### src/rtl/mac_table_ctl_pkg.sv
// Shared definitions for the MAC table sequencer: FSM encoding and table entry layout.
// Entry layout is {valid, mac, port} with port in the least significant bits.
package mac_table_ctl_pkg;

    typedef enum logic [2:0] {
        S_INIT,
        S_IDLE,
        S_READ,
        S_CMP,
        S_WRITE,
        S_RESULT
    } state_t;

    localparam int ADDR_SZ  = 48;
    localparam int PORT_SZ  = 4;
    localparam int ENTRY_W  = 1 + ADDR_SZ + PORT_SZ;

    localparam int PORT_LSB = 0;
    localparam int MAC_LSB  = PORT_SZ;
    localparam int VLD_BIT  = PORT_SZ + ADDR_SZ;

endpackage

### src/rtl/basic_hashfunc.sv
// XOR fold of an input_sz-bit key into fsz-bit slices; the top slice is zero-padded.
module basic_hashfunc #(
    parameter int input_sz = 48,
    parameter int fsz      = 8
) (
    input  logic [input_sz-1:0] hf_in,
    output logic [fsz-1:0]      hf_out
);

    localparam int FOLDS = (input_sz + fsz - 1) / fsz;

    logic [FOLDS*fsz-1:0] padded;

    always_comb begin
        padded                 = '0;
        padded[input_sz-1:0]   = hf_in;
        hf_out                 = '0;
        for (int f = 0; f < FOLDS; f++) begin
            hf_out = hf_out ^ padded[f*fsz +: fsz];
        end
    end

endmodule

### src/rtl/mac_table_ctl.sv
// Bridge MAC table sequencer: round-robin lookup/learn arbitration, hashed single-port RAM
// access with 1-cycle read latency, lookup results on a srdy/drdy handshake, clear after reset.
module mac_table_ctl
    import mac_table_ctl_pkg::*;
#(
    parameter int addr_sz  = ADDR_SZ,
    parameter int port_sz  = PORT_SZ,
    parameter int table_sz = 1024,
    parameter int asz      = 10
) (
    input  logic                        clk,
    input  logic                        reset,
    input  logic                        lu_srdy,
    output logic                        lu_drdy,
    input  logic [addr_sz-1:0]          lu_addr,
    input  logic                        ln_srdy,
    output logic                        ln_drdy,
    input  logic [addr_sz-1:0]          ln_addr,
    input  logic [port_sz-1:0]          ln_port,
    output logic                        res_srdy,
    input  logic                        res_drdy,
    output logic                        res_hit,
    output logic [port_sz-1:0]          res_port,
    output logic [asz-1:0]              tbl_addr,
    output logic                        tbl_rd_en,
    output logic                        tbl_wr_en,
    output logic [addr_sz+port_sz:0]    tbl_wr_data,
    input  logic [addr_sz+port_sz:0]    tbl_rd_data,
    output logic                        init_done
);

    localparam logic [asz-1:0] INIT_LAST = asz'(table_sz - 1);

    state_t               state, state_nxt;
    logic [asz-1:0]       init_cnt;
    logic [asz-1:0]       hash;
    logic                 rr_lu;
    logic                 pick_lu;
    logic                 accept;
    logic                 op_learn;
    logic [addr_sz-1:0]   mac_q;
    logic [port_sz-1:0]   port_q;
    logic                 rd_vld;
    logic [addr_sz-1:0]   rd_mac;
    logic [port_sz-1:0]   rd_port;
    logic                 hit;

    basic_hashfunc #(
        .input_sz (addr_sz),
        .fsz      (asz)
    ) u_hash (
        .hf_in  (mac_q),
        .hf_out (hash)
    );

    assign rd_vld  = tbl_rd_data[VLD_BIT];
    assign rd_mac  = tbl_rd_data[MAC_LSB +: addr_sz];
    assign rd_port = tbl_rd_data[PORT_LSB +: port_sz];
    assign hit     = rd_vld && (rd_mac == mac_q);

    // With no contention the single active requester wins; idle cycles keep the RR choice.
    always_comb begin
        pick_lu = rr_lu;
        if (lu_srdy && !ln_srdy) begin
            pick_lu = 1'b1;
        end else if (ln_srdy && !lu_srdy) begin
            pick_lu = 1'b0;
        end
    end

    assign lu_drdy = (state == S_IDLE) && pick_lu;
    assign ln_drdy = (state == S_IDLE) && !pick_lu;
    assign accept  = (lu_drdy && lu_srdy) || (ln_drdy && ln_srdy);

    always_comb begin
        state_nxt   = state;
        tbl_rd_en   = 1'b0;
        tbl_wr_en   = 1'b0;
        tbl_addr    = hash;
        tbl_wr_data = '0;
        res_srdy    = 1'b0;
        case (state)
            S_INIT: begin
                tbl_wr_en = 1'b1;
                tbl_addr  = init_cnt;
                if (init_cnt == INIT_LAST) begin
                    state_nxt = S_IDLE;
                end
            end
            S_IDLE: begin
                if (accept) begin
                    state_nxt = S_READ;
                end
            end
            S_READ: begin
                tbl_rd_en = 1'b1;
                state_nxt = S_CMP;
            end
            S_CMP: begin
                if (!op_learn) begin
                    state_nxt = S_RESULT;
                end else if (hit && (rd_port == port_q)) begin
                    state_nxt = S_IDLE;
                end else begin
                    state_nxt = S_WRITE;
                end
            end
            S_WRITE: begin
                tbl_wr_en   = 1'b1;
                tbl_wr_data = {1'b1, mac_q, port_q};
                state_nxt   = S_IDLE;
            end
            S_RESULT: begin
                res_srdy = 1'b1;
                if (res_drdy) begin
                    state_nxt = S_IDLE;
                end
            end
            default: state_nxt = S_INIT;
        endcase
    end

    always_ff @(posedge clk) begin
        if (reset) begin
            state     <= S_INIT;
            init_cnt  <= '0;
            rr_lu     <= 1'b1;
            init_done <= 1'b0;
            res_hit   <= 1'b0;
            res_port  <= '0;
        end else begin
            state <= state_nxt;
            if (state == S_INIT) begin
                init_cnt <= init_cnt + 1'b1;
                if (init_cnt == INIT_LAST) begin
                    init_done <= 1'b1;
                end
            end
            if (accept) begin
                rr_lu <= ln_drdy;
            end
            if ((state == S_CMP) && !op_learn) begin
                res_hit  <= hit;
                res_port <= hit ? rd_port : '0;
            end
        end
    end

    // Request payload is captured at accept and needs no reset.
    always_ff @(posedge clk) begin
        if (accept) begin
            mac_q    <= lu_drdy ? lu_addr : ln_addr;
            port_q   <= ln_port;
            op_learn <= ln_drdy;
        end
    end

endmodule
### config.mk
export PLATFORM = sky130hd
export DESIGN_NAME = mac_table_ctl
export DESIGN_NICKNAME = d
export VERILOG_FILES = /design/src/rtl/mac_table_ctl_pkg.sv /design/src/rtl/basic_hashfunc.sv /design/src/rtl/mac_table_ctl.sv
export SDC_FILE = /design/constraint.sdc
export NUM_CORES = 1
export LEC_CHECK = 0
export ABC_CLOCK_PERIOD_IN_PS = 3900
export CAP_MARGIN = 20
export CORE_MARGIN = 3
export CORE_UTILIZATION = 37
export DETAILED_ROUTE_END_ITERATION = 10
export GPL_TIMING_DRIVEN = 0
export PLACE_DENSITY_LB_ADDON = 0.08
export SETUP_SLACK_MARGIN = 0.15
export SLEW_MARGIN = 10
export SYNTH_ARGS = -nofsm -noshare
export SYNTH_HDL_FRONTEND = slang
export SYNTH_SLANG_ARGS = --single-unit
### constraint.sdc
create_clock -name clk -period 3.9 [get_ports clk]
set_input_delay 1.17 -clock clk [delete_from_list [all_inputs] [get_ports clk]]
set_output_delay 1.17 -clock clk [all_outputs]
set_load 0.03 [all_outputs]
==> impl_metrics.yaml <==
placed_design:
  dpl_cell_area_mm2: 0.00707
  gp_congestion: 0.809
  pre_cts_ws_ns: -0.691
  place.detailed.hpwl_mm: 13.2
  port_buffers: 231
clock_network:
  tritoncts: "done"
  cts_hold_buf: 0
  ctsRootBufferMaster: "clkbuf_16"
  clock_latency_ns: 0.35
  clk_path_buf_depth: 2
  clock-sinks: 73
  numCtsBuffers: 9
  cts.clk_slew.worst_paths_ns: 0.05
  h-tree-depth: 3
setup_path:
  crit_chain: "buf_2, nor2_2, clkbuf_1, and3_1, clkdlybuf4s50_1"
  cp-start-kind: "register"
  crit_family: "buffers and inverters"
  required_ns: 2.73
  critical_path.max_stage_delay_ns: 0.68
  crit_fanout: 10
  slowest_stage: "clkdlybuf4s50_1"
  cp_num_buf_inv: 3
  path_class: "reg -> out"
  rrSetupSlack_ns: 1.44
  crit_arrival_ns: 2.51
  critPathCaptureType: "output port"
sta:
  fmax_mhz: 272
  rsz0062_at_grt: "false"
  fin_crit_ns: 3.68
  setup_viol: 0
  worstMarginPinSlew_ns: 0.908
  fin_crit_sh: 0.943
  hold_viol_final: 0
  drv_slew: 0
  maxSlewHeadroom: 0.393
  setup_slack_ns: 0.224
  finalClockSkew_ns: 0.00568
global_route:
  grt_pass1_vias: 4242
  grt_start_max_net_pins: 30
  gr-total-overflow: 0
  antenna_found_initial: 0
  grtUsageTotal: 0.238
  grt_pass1_wl_mm: 23.6
routing:
  drt_pass1_iterations: 4
  drt-total-wl_mm: 16.4
  dr_total_vias: 4158
  route.detailed.drc: 0
  viasPerCell: 5.12
  ant_nets: 0
  wire_per_inst_um: 20.3
  drt_iter0_markers: 228
synth:
  synthCells: 418
  ys_types: 43
  synth-edff-count: 53
  synth_area_mm2: 0.00455
  yosysWarnings: 0
  yosys.area.top_type_share: 0.350
  synthSimpleGateAreaFrac: 0.177
  ys_ff_latch: 73
  ys_seq_area_frac: 0.437
  synth_largest_area_cell: "edfxtp_1"
  synthTopCellsByArea: "edfxtp_1 35%, mux2_2 12%, xnor2_1 12%"
  async_reset_ff_frac: 0
  synth-xor-area-share: 0.181
  synth.area.mux_share: 0.121
  synth_top_family_by_area: "XOR/XNOR gates"
  syn-num-nets: 577
  synth_compound_area_frac: 0.0478
  syn_avg_cell_area_um2: 10.9
  yosys.area_share.adder: 0.00495
  synthFlopType: "edfxtp_1"
floorplan:
  rows: 39
  dieWidth_um: 117
  fp.dieArea_mm2: 0.0137
  pin_count: 232
  core_area_mm2: 0.0117
  initial_core_util: 0.389
  die_y_um: 117
cells_and_area:
  final_cell_mix: "227 x clkdlybuf4s50_1, 62 x xnor2_1, 53 x edfxtp_1"
  final_common_cell: "clkdlybuf4s50_1"
  multiInputGateArea_mm2: 0.00244
  area_growth_pct: 61.9
  fin_nets: 823
  fin_area_mm2: 0.00737
  final_layout_size_suffix_gt1_frac: 0.138
  seq_area_mm2: 0.00199
  nFillCells: 1014
  diodes: 0
run_status:
  outcome: "finished, final reports clean"
pwr:
  p_per_area_mw_per_mm2: 488
  cellLeakagePower_nw: 2.76
  irDropWorstVdd_mv: 0.244
run:
  cap_viol_max_count: 0
worst_hold_path:
  hp-class: "reg -> reg"
## sequential cells by signal (all words and copies together) (netlist names)
signal and count:
mac_q 48, init_cnt 10, port_q 4, res_port 4, state 3, init_done 1, op_learn 1, res_hit 1
rr_lu 1
## synthesized netlist by cell type, drive strengths merged, types with 7 or more instances
library cell,n
nor2,18
nand2b,7
clkbuf,15
xor2,32
o21ai,10
nor4,7
dfxtp,20
nand4,10
and3,53
nand2,16
edfxtp,53
buf,7
mux2,49
inv,11
xnor2,62
## metrics by stage
step,std cells,total power (W),hold WS [ns],TNS (ns),utilization
2_1_floorplan,418,0.00217,0.467,0,-
3_3_place_gp,792,0.00281,0.450,-23.15,0.602
3_5_place_dp,793,0.00285,0.473,-0.961,0.604
4_1_cts,809,0.00359,0.485,0,0.626
5_1_grt,812,0.00378,0.507,0,0.629
6_report,812,0.00360,0.478,0,0.629
## layout make-up
| cell class | count | area share |
|---|---|---|
| multi-input cells | 312 | 0.331 |
| repair buffers | 235 | 0.318 |
| flip-flops and latches | 73 | 0.270 |
| clock buffers | 11 | 0.0316 |
| well taps | 143 | 0.0243 |
| plain buffers | 22 | 0.0161 |
| inverters | 11 | 0.00560 |
| clock inverters | 5 | 0.00305 |
## cells by family (layout without fill, tap and decap cells)
kind of cell / count (synthesis) / after routing
and+or+nand+nor: 136 / 136
xor gates and xnor gates: 94 / 94
DFF: 73 / 73
muxes: 49 / 49
buffers and inverters: 33 / 284
AOI/OAI and AO/OA: 31 / 31
adders and majority gates: 2 / 2
## power by group
part           leakage, nW  internal (W)  switching [W]
Sequential           0.643       0.00104       0.000157
Clock                0.128      0.000423       0.000315
Combinational         1.99      0.000771       0.000890
## final timing paths
path | startpoint | end | cells past startpoint
worst min-delay path | init_done | init_done | 2
worst max register to register | state[2] | mac_q[28] | 4
worst max-delay path | state[1] | tbl_wr_data[19] | 5
worst min register to register | init_done | init_done | 2
## layer usage
metal | GRT usage | vias up | part of all wire
met2 | 0.424 | 181 | 0.52
met4 | 0.0986 | 0 | 0.029
met3 | 0.0781 | 33 | 0.077
met1 | 0.259 | 1945 | 0.38
li1 | - | 1999 | -
met5 | 0 | - | 0
## what timing repair did
item / in CTS / in global routing
endpoints found under the hold margin: 0 / 0
buffers inserted: 0 / 3
endpoints found under the setup margin: 37 / 35
gates resized for setup: 15 / 10
## worst min-delay path, cell delays in order (launching register included)
cell	delay, ns
dfxtp_1	0.32
a31oi_1	0.05
nor2_1	0.07
(Power assumes the default switching activity.)
